$ cat config.mk
export PLATFORM = sky130hd
export DESIGN_NAME = fetch_sequencer_flat
export DESIGN_NICKNAME = d
export VERILOG_FILES = /design/src/rtl/fetch_sequencer_pkg.sv /design/src/rtl/fetch_sequencer_if.sv /design/src/rtl/fetch_sequencer_perf_cnt.sv /design/src/rtl/fetch_sequencer.sv /design/src/flat_wrapper.sv
export SDC_FILE = /design/constraint.sdc
export NUM_CORES = 1
export LEC_CHECK = 0
export BUFFER_PORTS_ARGS = -buffer_cell sky130_fd_sc_hd__buf_4
export CELL_PAD_IN_SITES_DETAIL_PLACEMENT = 1
export CELL_PAD_IN_SITES_GLOBAL_PLACEMENT = 2
export CORE_UTILIZATION = 26
export DETAILED_ROUTE_END_ITERATION = 6
export PLACE_DENSITY = 0.78
export SYNTH_ARGS = -nofsm -noshare
export SYNTH_HDL_FRONTEND = slang
export SYNTH_SLANG_ARGS = --single-unit
$ cat constraint.sdc
create_clock -name clk -period 4.77 [get_ports clk]
set_input_delay 0.477 -clock clk [delete_from_list [all_inputs] [get_ports clk]]
set_output_delay 0.477 -clock clk [all_outputs]
set_load 0.02 [all_outputs]
$ cat src/rtl/fetch_sequencer_pkg.sv
// Shared types and constants for the fetch sequencer.
// Optional performance counters are enabled with FETCH_SEQ_PERF_EN.
package fetch_sequencer_pkg;

    typedef enum logic [2:0] {
        FETCH,
        WAIT,
        EXEC,
        HALT,
        FAULT
    } fseq_state_t;

    localparam int          INSTR_BYTES = 4;
    localparam logic [31:0] NOP_INSTR   = 32'h0000_0013;

    function automatic logic is_aligned(input logic [63:0] addr);
        return addr[1:0] == 2'b00;
    endfunction

endpackage

$ cat src/rtl/fetch_sequencer_if.sv
// Instruction-memory request/response channel between the sequencer (master)
// and the instruction memory (slave).
interface fetch_sequencer_if;

    logic        imem_req_valid;
    logic [63:0] imem_req_addr;
    logic        imem_req_ready;
    logic        imem_rsp_valid;
    logic [31:0] imem_rsp_data;
    logic        imem_rsp_err;

    modport master (
        output imem_req_valid,
        output imem_req_addr,
        input  imem_req_ready,
        input  imem_rsp_valid,
        input  imem_rsp_data,
        input  imem_rsp_err
    );

    modport slave (
        input  imem_req_valid,
        input  imem_req_addr,
        output imem_req_ready,
        output imem_rsp_valid,
        output imem_rsp_data,
        output imem_rsp_err
    );

endinterface

$ cat src/rtl/fetch_sequencer_perf_cnt.sv
// Free-running cycle and retired-instruction counters for the fetch sequencer;
// only instantiated when FETCH_SEQ_PERF_EN is defined.
module fseq_perf_cnt (
    input  logic        clk,
    input  logic        rst,
    input  logic        count_en_i,
    input  logic        retire_i,
    output logic [63:0] cycle_cnt_o,
    output logic [63:0] retired_cnt_o
);

    logic [63:0] cycle_cnt_q, cycle_cnt_d;
    logic [63:0] retired_cnt_q, retired_cnt_d;

    // Both counters wrap naturally at 2^64.
    always_comb begin
        cycle_cnt_d   = count_en_i ? cycle_cnt_q + 64'd1 : cycle_cnt_q;
        retired_cnt_d = retire_i ? retired_cnt_q + 64'd1 : retired_cnt_q;
    end

    always_ff @(posedge clk or posedge rst) begin
        if (rst) begin
            cycle_cnt_q   <= '0;
            retired_cnt_q <= '0;
        end else begin
            cycle_cnt_q   <= cycle_cnt_d;
            retired_cnt_q <= retired_cnt_d;
        end
    end

    assign cycle_cnt_o   = cycle_cnt_q;
    assign retired_cnt_o = retired_cnt_q;

endmodule

$ cat src/rtl/fetch_sequencer.sv
// Multi-cycle fetch/execute control FSM: fetches, holds PC, gates regfile writeback.
// Define FETCH_SEQ_PERF_EN to add the cycle_cnt / retired_cnt outputs.
module fetch_sequencer
    import fetch_sequencer_pkg::*;
#(
    parameter logic [63:0] RESET_PC = 64'h0
) (
    input  logic                clk,
    input  logic                rst,
    fetch_sequencer_if.master   imem,
    output logic [31:0]         instr,
    output logic                instr_valid,
    output logic                wb_en,
    input  logic                branch_taken,
    input  logic [63:0]         branch_target,
    input  logic                halt_req,
    output logic [63:0]         pc,
    output logic                halted,
    output logic                fault,
    output logic [63:0]         fault_addr
`ifdef FETCH_SEQ_PERF_EN
    ,
    output logic [63:0]         cycle_cnt,
    output logic [63:0]         retired_cnt
`endif
);

    fseq_state_t state_q, state_d;
    logic [63:0] pc_q, pc_d;
    logic [31:0] instr_q, instr_d;
    logic [63:0] fault_addr_q, fault_addr_d;
    logic        branch_misaligned;

    assign branch_misaligned = branch_taken && !is_aligned(branch_target);

    // NOTE: sequential state uses non-blocking assignments so every register
    // samples pre-edge values regardless of process ordering.
    always_ff @(posedge clk or posedge rst) begin
        if (rst) begin
            state_q <= FETCH;
        end else begin
            state_q <= state_d;
        end
    end

    // NOTE: every always_comb output gets a default first so no latch is inferred.
    always_comb begin
        state_d = state_q;
        unique case (state_q)
            FETCH: if (imem.imem_req_ready) state_d = WAIT;
            WAIT: begin
                if (imem.imem_rsp_valid) begin
                    state_d = imem.imem_rsp_err ? FAULT : EXEC;
                end
            end
            EXEC: begin
                if (branch_misaligned) state_d = FAULT;
                else if (halt_req)     state_d = HALT;
                else                   state_d = FETCH;
            end
            HALT:    state_d = HALT;
            FAULT:   state_d = FAULT;
            default: state_d = FAULT;
        endcase
    end

    always_comb begin
        imem.imem_req_valid = 1'b0;
        imem.imem_req_addr  = pc_q;
        instr_valid         = 1'b0;
        wb_en               = 1'b0;
        halted              = 1'b0;
        fault               = 1'b0;
        unique case (state_q)
            FETCH: imem.imem_req_valid = 1'b1;
            EXEC: begin
                instr_valid = 1'b1;
                wb_en       = 1'b1;
            end
            HALT:    halted = 1'b1;
            FAULT:   fault  = 1'b1;
            default: ;
        endcase
    end

    // PC, instruction and fault-address updates follow the same state decode.
    always_comb begin
        pc_d         = pc_q;
        instr_d      = instr_q;
        fault_addr_d = fault_addr_q;
        unique case (state_q)
            WAIT: begin
                if (imem.imem_rsp_valid) begin
                    if (imem.imem_rsp_err) fault_addr_d = pc_q;
                    else                   instr_d      = imem.imem_rsp_data;
                end
            end
            EXEC: begin
                if (branch_misaligned) fault_addr_d = branch_target;
                else if (branch_taken) pc_d         = branch_target;
                else                   pc_d         = pc_q + 64'(INSTR_BYTES);
            end
            default: ;
        endcase
    end

    always_ff @(posedge clk or posedge rst) begin
        if (rst) begin
            pc_q         <= RESET_PC;
            instr_q      <= NOP_INSTR;
            fault_addr_q <= '0;
        end else begin
            pc_q         <= pc_d;
            instr_q      <= instr_d;
            fault_addr_q <= fault_addr_d;
        end
    end

    assign pc         = pc_q;
    assign instr      = instr_q;
    assign fault_addr = fault_addr_q;

`ifdef FETCH_SEQ_PERF_EN
    logic count_en;
    logic retire;

    assign count_en = (state_q != HALT) && (state_q != FAULT);
    assign retire   = (state_q == EXEC) && !branch_misaligned;

    fseq_perf_cnt u_perf_cnt (
        .clk           (clk),
        .rst           (rst),
        .count_en_i    (count_en),
        .retire_i      (retire),
        .cycle_cnt_o   (cycle_cnt),
        .retired_cnt_o (retired_cnt)
    );
`endif

endmodule

$ cat src/flat_wrapper.sv
// flat-port wrapper written by rule: the top's interface ports become plain ports
module fetch_sequencer_flat import fetch_sequencer_pkg::*;
#(
    parameter logic [63:0] RESET_PC = 64'h0
)
  (clk, rst, instr, instr_valid, wb_en, branch_taken, branch_target, halt_req, pc, halted, fault, fault_addr, imem_imem_req_valid, imem_imem_req_addr, imem_imem_req_ready, imem_imem_rsp_valid, imem_imem_rsp_data, imem_imem_rsp_err);
  fetch_sequencer_if imem_i ();
  input  logic clk;
  input  logic rst;
  output logic [31:0] instr;
  output logic instr_valid;
  output logic wb_en;
  input  logic branch_taken;
  input  logic [63:0] branch_target;
  input  logic halt_req;
  output logic [63:0] pc;
  output logic halted;
  output logic fault;
  output logic [63:0] fault_addr;
  output wire logic [$bits(imem_i.imem_req_valid)-1:0] imem_imem_req_valid;
  output wire logic [$bits(imem_i.imem_req_addr)-1:0] imem_imem_req_addr;
  input wire logic [$bits(imem_i.imem_req_ready)-1:0] imem_imem_req_ready;
  input wire logic [$bits(imem_i.imem_rsp_valid)-1:0] imem_imem_rsp_valid;
  input wire logic [$bits(imem_i.imem_rsp_data)-1:0] imem_imem_rsp_data;
  input wire logic [$bits(imem_i.imem_rsp_err)-1:0] imem_imem_rsp_err;
  assign imem_imem_req_valid = imem_i.imem_req_valid;
  assign imem_imem_req_addr = imem_i.imem_req_addr;
  assign imem_i.imem_req_ready = imem_imem_req_ready;
  assign imem_i.imem_rsp_valid = imem_imem_rsp_valid;
  assign imem_i.imem_rsp_data = imem_imem_rsp_data;
  assign imem_i.imem_rsp_err = imem_imem_rsp_err;
  fetch_sequencer #(.RESET_PC(RESET_PC)) u_core (.clk(clk), .rst(rst), .imem(imem_i), .instr(instr), .instr_valid(instr_valid), .wb_en(wb_en), .branch_taken(branch_taken), .branch_target(branch_target), .halt_req(halt_req), .pc(pc), .halted(halted), .fault(fault), .fault_addr(fault_addr));
endmodule
==> metrics.txt, run 1 <==
wire length after detailed routing=33,500 um; first-pass GRT wire length=between 50,000 and 60,000 um; ant diodes=0; Top Metal Used=met4; vias=8,570; Final #Nets=1,344; clock latency on the worst-skew pair=440 ps; most frequent cell after synthesis=nand2_1; fin. max-slew vios=0; area grow syn2layout=33.3%; status=finished clean; Hold Fails Final Rpt=0; area leader, netlist=dfrtp_1; die area=35,200 um^2; CP startpoint=u_core.state_q[0]$_DFFE_PP0P_; reg2reg setup slack=between 1500 and 2000 ps; R2R cell count=8; Syn Area/Cell=roughly 8.7 um^2; Chip Width=188 um; Pleak=5.31 nW; Initial DRC Count=493; CP max-delay cell=or3_2; Setup CP Type=reg -> reg; Via density=about 5; Syn Inst Count=around 1,000; Mapped Area=8950 um^2; vias in the first global route=8,552; Initial Util=0.266; wire length per cell=19.7 um; routed wl met3=between 1500 and 2000 um; top post-synthesis cells by area=dfrtp_1 45%, nand2_1 7.4%, buf_4 5.6%, a31oi_1 4.8%, nor2_1 4.4%; initial antenna violation count=0; final hold slack=220 ps; Reg-to-Reg End=u_core.imem.imem_req_addr[61]$_DFFE_PP0N_; core area=33,700 um^2; Peak VDD IR=0.000247 V; Critical Path Sink=u_core.imem.imem_req_addr[61]$_DFFE_PP0N_; post-synthesis sequential element count=163; total gr overflow=0; asr flop ratio synth=1.00; TritonCTS clock tree=built; post-synthesis sequential area ratio=0.456; # hold bufs at CTS=0; PwrDens=approximately 450 nW/um^2; Boundary Pins=332; CP arrival=roughly 3500 ps; Top FF cell, synth=dfrtp_1; EDFF count, synth=0; GPL Wtd Cong=roughly 0.75; Final Skew=roughly 16 ps; critical path cell sequence=or3_2 -> clkinv_2 -> and2_4 -> buf_4 -> and3_4 -> nand3_2 -> o21a_1 -> a311oi_1; Post-CTS Setup Repair Bufs=0; Cell variety after synth=57; list of most frequent post-synthesis cells=176 x nand2_1, 160 x dfrtp_1, 105 x nor2_1; worst-case clock buffer depth=2; fmax=320 MHz; Num Clock Sinks=163; clock period minus final worst setup slack=between 3000 and 4000 ps; DRC=0; CP max stage delay=550 ps; largest net degree at the start of global routing=164; Port Buf Inserts=~330; met1 wire length=15,100 um; post-CTS resize count=0; number of routed nets with antenna violations=0; relative slew slack=0.291; syn nets=roughly 1,100; DR pass1 iterations=4; period utilization=0.656; Crit. End Element=flip-flop; share of layout cells above drive strength 1=0.343; hold crit path type=in -> async; Synth top area share=0.447; Worst setup SP type=flip-flop; worst path required time=between 5000 and 6000 ps; Die Span Y=188 um; setup tns final=0 ps; Final Setup Violations=0; clock slew at reported path FFs=70 ps; Clk Tree Root Cell=clkbuf_16; DP HPWL=23,300 um; crit path max fanout=42; Critical R2R Launch=u_core.state_q[0]$_DFFE_PP0P_; met2 WL=between 15,000 and 20,000 um; Inserted Clock Buffers=17; H-tree Lvls=4; synth warn=0; overall routing resource usage=0.191; slew of the pin with the lowest slew margin=between 1000 and 1500 ps; Max Cap Viol=0; RSZ-0062 raised after global routing=false; Row Count=67
## cells in the final DEF (no fill, tap or decap), types with 5 or more instances in the layout
master     netlist  layout
nor3_1          23      23
nor2_1         105     104
buf_4           67     341
a21oi_1         42      42
mux2i_1         26      26
inv_6            0       5
o22ai_1         35      35
nand3_1         43      43
mux2_2          34      34
a221o_1          7       7
and4_1          15      15
nor2b_1          5       5
a22oi_1          7       7
nand2_1        176     174
and3_1          17      17
dfrtp_1        160     160
a31oi_1         68      68
or3_1            9       8
clkbuf_16        0      17
nand4_1         26      26
o21ai_0         22      22
## critical path, delay by kind of cell, from the launching register on
family | cells | cell delay [ps]
buffers and inverters | 2 | 720
AND/OR/NAND/NOR | 4 | 1380
flip-flops | 1 | 500
AO/OA/AOI/OAI | 2 | 420
## report_power, final
group | switching [W] | internal (W) | leakage, nW
Sequential | 0.000251 | 0.00178 | 1.99
Clock | 0.000670 | 0.000846 | 0.298
Combinational | 0.000959 | 0.000806 | 3.02
## registers in the layout, indices dropped and copies added (netlist names)
name,count
u_core.instr,32
u_core.fault_addr,64
u_core.state_q,3
u_core.imem.imem_req_addr,64
## logic make-up after synthesis
| family | count (synthesis) | synth area share |
|---|---|---|
| simple gates | 445 | 0.235 |
| flops | 163 | 0.456 |
| buf+inv | 153 | 0.0947 |
| fa+ha+maj | 1 | 0.00140 |
| compound gates | 202 | 0.141 |
| mux | 60 | 0.0718 |
## how the worst min path moves through the flow
stage	to	depth (start not counted)	startpoint	slack [ps]
floorplan	u_core.state_q[1]$_DFFE_PP0P_	2	u_core.state_q[1]$_DFFE_PP0P_	600
global placement	u_core.instr[6]$_DFFE_PP0P_	1	u_core.instr[6]$_DFFE_PP0P_	490
detailed placement	u_core.instr[24]$_DFFE_PP0P_	1	u_core.instr[24]$_DFFE_PP0P_	500
CTS	u_core.instr[26]$_DFFE_PP0P_	2	imem_imem_rsp_data[26]	250
global route	u_core.instr[20]$_DFFE_PP0P_	2	imem_imem_rsp_data[20]	260
finish	u_core.imem.imem_req_addr[9]$_DFFE_PP0N_	3	rst	220
## layer usage
layer	GRT usage	vias up
li1	-	4026
met1	0.257	4270
met2	0.318	247
met3	0.0328	27
met4	0.0453	0
met5	0	-
## final cells by class
cell class / instances / area (um^2)
Fill cell: 4003 / 21800
Sequential cell: 163 / 4080
Multi-Input combinational cell: 708 / 4050
Timing Repair Buffer: 342 / 2580
Tap cell: 448 / 561
Clock buffer: 18 / 429
Clock inverter: 14 / 191
Inverter: 8 / 35.0
## through the flow
stage | cell area (um^2) | total power (W) | util | instances | setup slack, ps
global placement | 11300 | 0.00381 | 0.336 | 1669 | 1570
detailed placement | 11300 | 0.00385 | 0.336 | 1669 | 1600
finish | 11900 | 0.00531 | 0.354 | 1701 | 1640
CTS | 11900 | 0.00539 | 0.354 | 1701 | 1600
floorplan | 8960 | 0.00295 | - | 1024 | 2220
global route | 11900 | 0.00559 | 0.354 | 1701 | 1420
No activity file was read; power rests on OpenSTA's default activity.
==> run 2, diff against run 1 <==
CORE_UTILIZATION = 28   (was 26)
PLACE_DENSITY = 0.8   (was 0.78)
clock period = 3.2 ns   (was 4.77 ns; I/O delays follow)
==> metrics.txt, run 2 (same netlist as run 1, synthesis figures left out) <==
status=finished clean (unchanged); worst-case clock buffer depth=2 (unchanged); RSZ-0062 raised after global routing=false (unchanged); Clk Tree Root Cell=clkbuf_16 (unchanged); Initial Util=0.284 (was 0.266); Setup CP Type=reg -> out (was reg -> reg); Peak VDD IR=0.000393 V (was 0.000247 V); Pleak=5.38 nW (was 5.31 nW); Initial DRC Count=456 (was 493); Inserted Clock Buffers=17 (unchanged); first-pass GRT wire length=52,400 um (about the same); Crit. End Element=output pin (was flip-flop); Port Buf Inserts=331 (unchanged); ant diodes=0 (unchanged); Final #Nets=1,355 (was 1,344); fin. max-slew vios=0 (unchanged); area grow syn2layout=33.7% (was 33.3%); number of routed nets with antenna violations=0 (unchanged); crit path max fanout=40 (was 42); hold crit path type=in -> reg (was in -> async); reg2reg setup slack=660 ps (was 1640 ps); core area=31,500 um^2 (was 33,700 um^2); commonest non-fill, non-tap cell in the layout=buf_4 (unchanged); clock period minus final worst setup slack=2550 ps; commonest cells after routing, fill and taps aside=351 x buf_4, 174 x nand2_1, 160 x dfrtp_1 (was 341 x buf_4, 174 x nand2_1, 160 x dfrtp_1); die area=32,700 um^2 (was 35,200 um^2); wire length after detailed routing=33,500 um (about the same); PwrDens=664 nW/um^2 (was 445 nW/um^2); vias in the first global route=8,698 (was 8,552); Max Cap Viol=0 (unchanged); clock latency on the worst-skew pair=450 ps (was 440 ps); Util after Layout=0.380 (was 0.354); worst path required time=2880 ps (was 5110 ps); initial antenna violation count=0 (unchanged); grt met2 use=0.354 (was 0.318); met1 Resource Use GR=0.265 (was 0.257); Die Span Y=181 um (was 188 um); total gr overflow=0 (unchanged); area post-placement=11,300 um^2 (about the same); period utilization=0.797; Num Clock Sinks=163 (unchanged); Hold Fails Final Rpt=0 (unchanged); DP HPWL=24,300 um (was 23,300 um); Final Skew=16.9 ps (was 15.8 ps); Final Setup Violations=0 (unchanged); Worst setup SP type=flip-flop (unchanged); GPL Wtd Cong=0.767 (was 0.753); largest net degree at the start of global routing=94 (was 164); share of layout cells above drive strength 1=0.349 (was 0.343); fmax=slightly below 400 MHz; wire length per cell=20.1 um (was 19.7 um); clock slew at reported path FFs=70 ps (about the same); relative slew slack=0.494 (was 0.291); overall routing resource usage=0.206 (was 0.191); TritonCTS clock tree=built (unchanged); vias=8,660 (was 8,570); Chip Width=181 um (was 188 um); slew of the pin with the lowest slew margin=758 ps (was 1060 ps); GR peak layer=met2 (unchanged); Boundary Pins=332 (unchanged); DRC=0 (unchanged); H-tree Lvls=4 (unchanged); setup tns final=0 ps (unchanged); Global Route met3 Usage=0.0387 (was 0.0328); Design Area, Final=12,000 um^2 (was 11,900 um^2); post-CTS resize count=0 (unchanged); Via density=5.20 (was 5.04); final hold slack=104 ps (was 220 ps); Row Count=65 (was 67); CP arrival=2230 ps (was 3470 ps); DR pass1 iterations=5 (was 4); Post-CTS Setup Repair Bufs=0 (unchanged)
-- run 2: worst paths after layout --
check	startpoint	endpoint	cells after the start
max in group asynchronous	rst	u_core.imem.imem_req_addr[32]$_DFFE_PP0N_	4
min	imem_imem_rsp_data[9]	u_core.instr[9]$_DFFE_PP0P_	2
max reg2reg	u_core.imem.imem_req_addr[2]$_DFFE_PP0N_	u_core.imem.imem_req_addr[52]$_DFFE_PP0N_	7
min reg2reg	u_core.instr[12]$_DFFE_PP0P_	u_core.instr[12]$_DFFE_PP0P_	1
max	u_core.state_q[0]$_DFFE_PP0P_	wb_en	4
min in group asynchronous	rst	u_core.fault_addr[4]$_DFFE_PP0P_	3
-- run 2: power by group --
| group | total, W | switching, W | internal [W] |
|---|---|---|---|
| Combinational | 0.00265 | 0.00144 | 0.00120 |
| Clock | 0.00229 | 0.00101 | 0.00127 |
| Sequential | 0.00302 | 0.000364 | 0.00266 |
| Total | 0.00795 | 0.00282 | 0.00513 |
-- run 2: timing repair --
item / 4_1_cts / 5_1_grt
hold buffers: 1 / 0
setup endpoints to repair: 0 / 0
endpoints found under the hold margin: 1 / 0
-- run 2: final cells by class --
| type | instances | area (um^2) |
|---|---|---|
| Multi-Input combinational cell | 708 | 4050 |
| Clock inverter | 15 | 209 |
| Tap cell | 402 | 503 |
| Sequential cell | 163 | 4080 |
| Timing Repair Buffer | 353 | 2670 |
| Fill cell | 3721 | 19500 |
| Clock buffer | 17 | 425 |
| Inverter | 8 | 35.0 |
-- run 2: critical path, cell delays in order, from the launching register on --
cell,delay (ps)
dfrtp_1,490
or3_2,540
clkinv_2,90
buf_4,420
buf_4,230
-- run 2: routing by layer --
layer | routed length (um) | share of wire
met2 | 16500 | 0.49
met3 | 1720 | 0.051
met5 | 0 | 0
met4 | 395 | 0.012
met1 | 14800 | 0.44
-- run 2: per-stage QoR --
stage	setup WS [ps]	power, W	instances
final	649	0.00795	1666
after global routing	431	0.00837	1666
after CTS	603	0.00807	1666
after detailed placement	633	0.00575	1633
after global placement	661	0.00568	1633
after floorplan	812	0.00440	1024
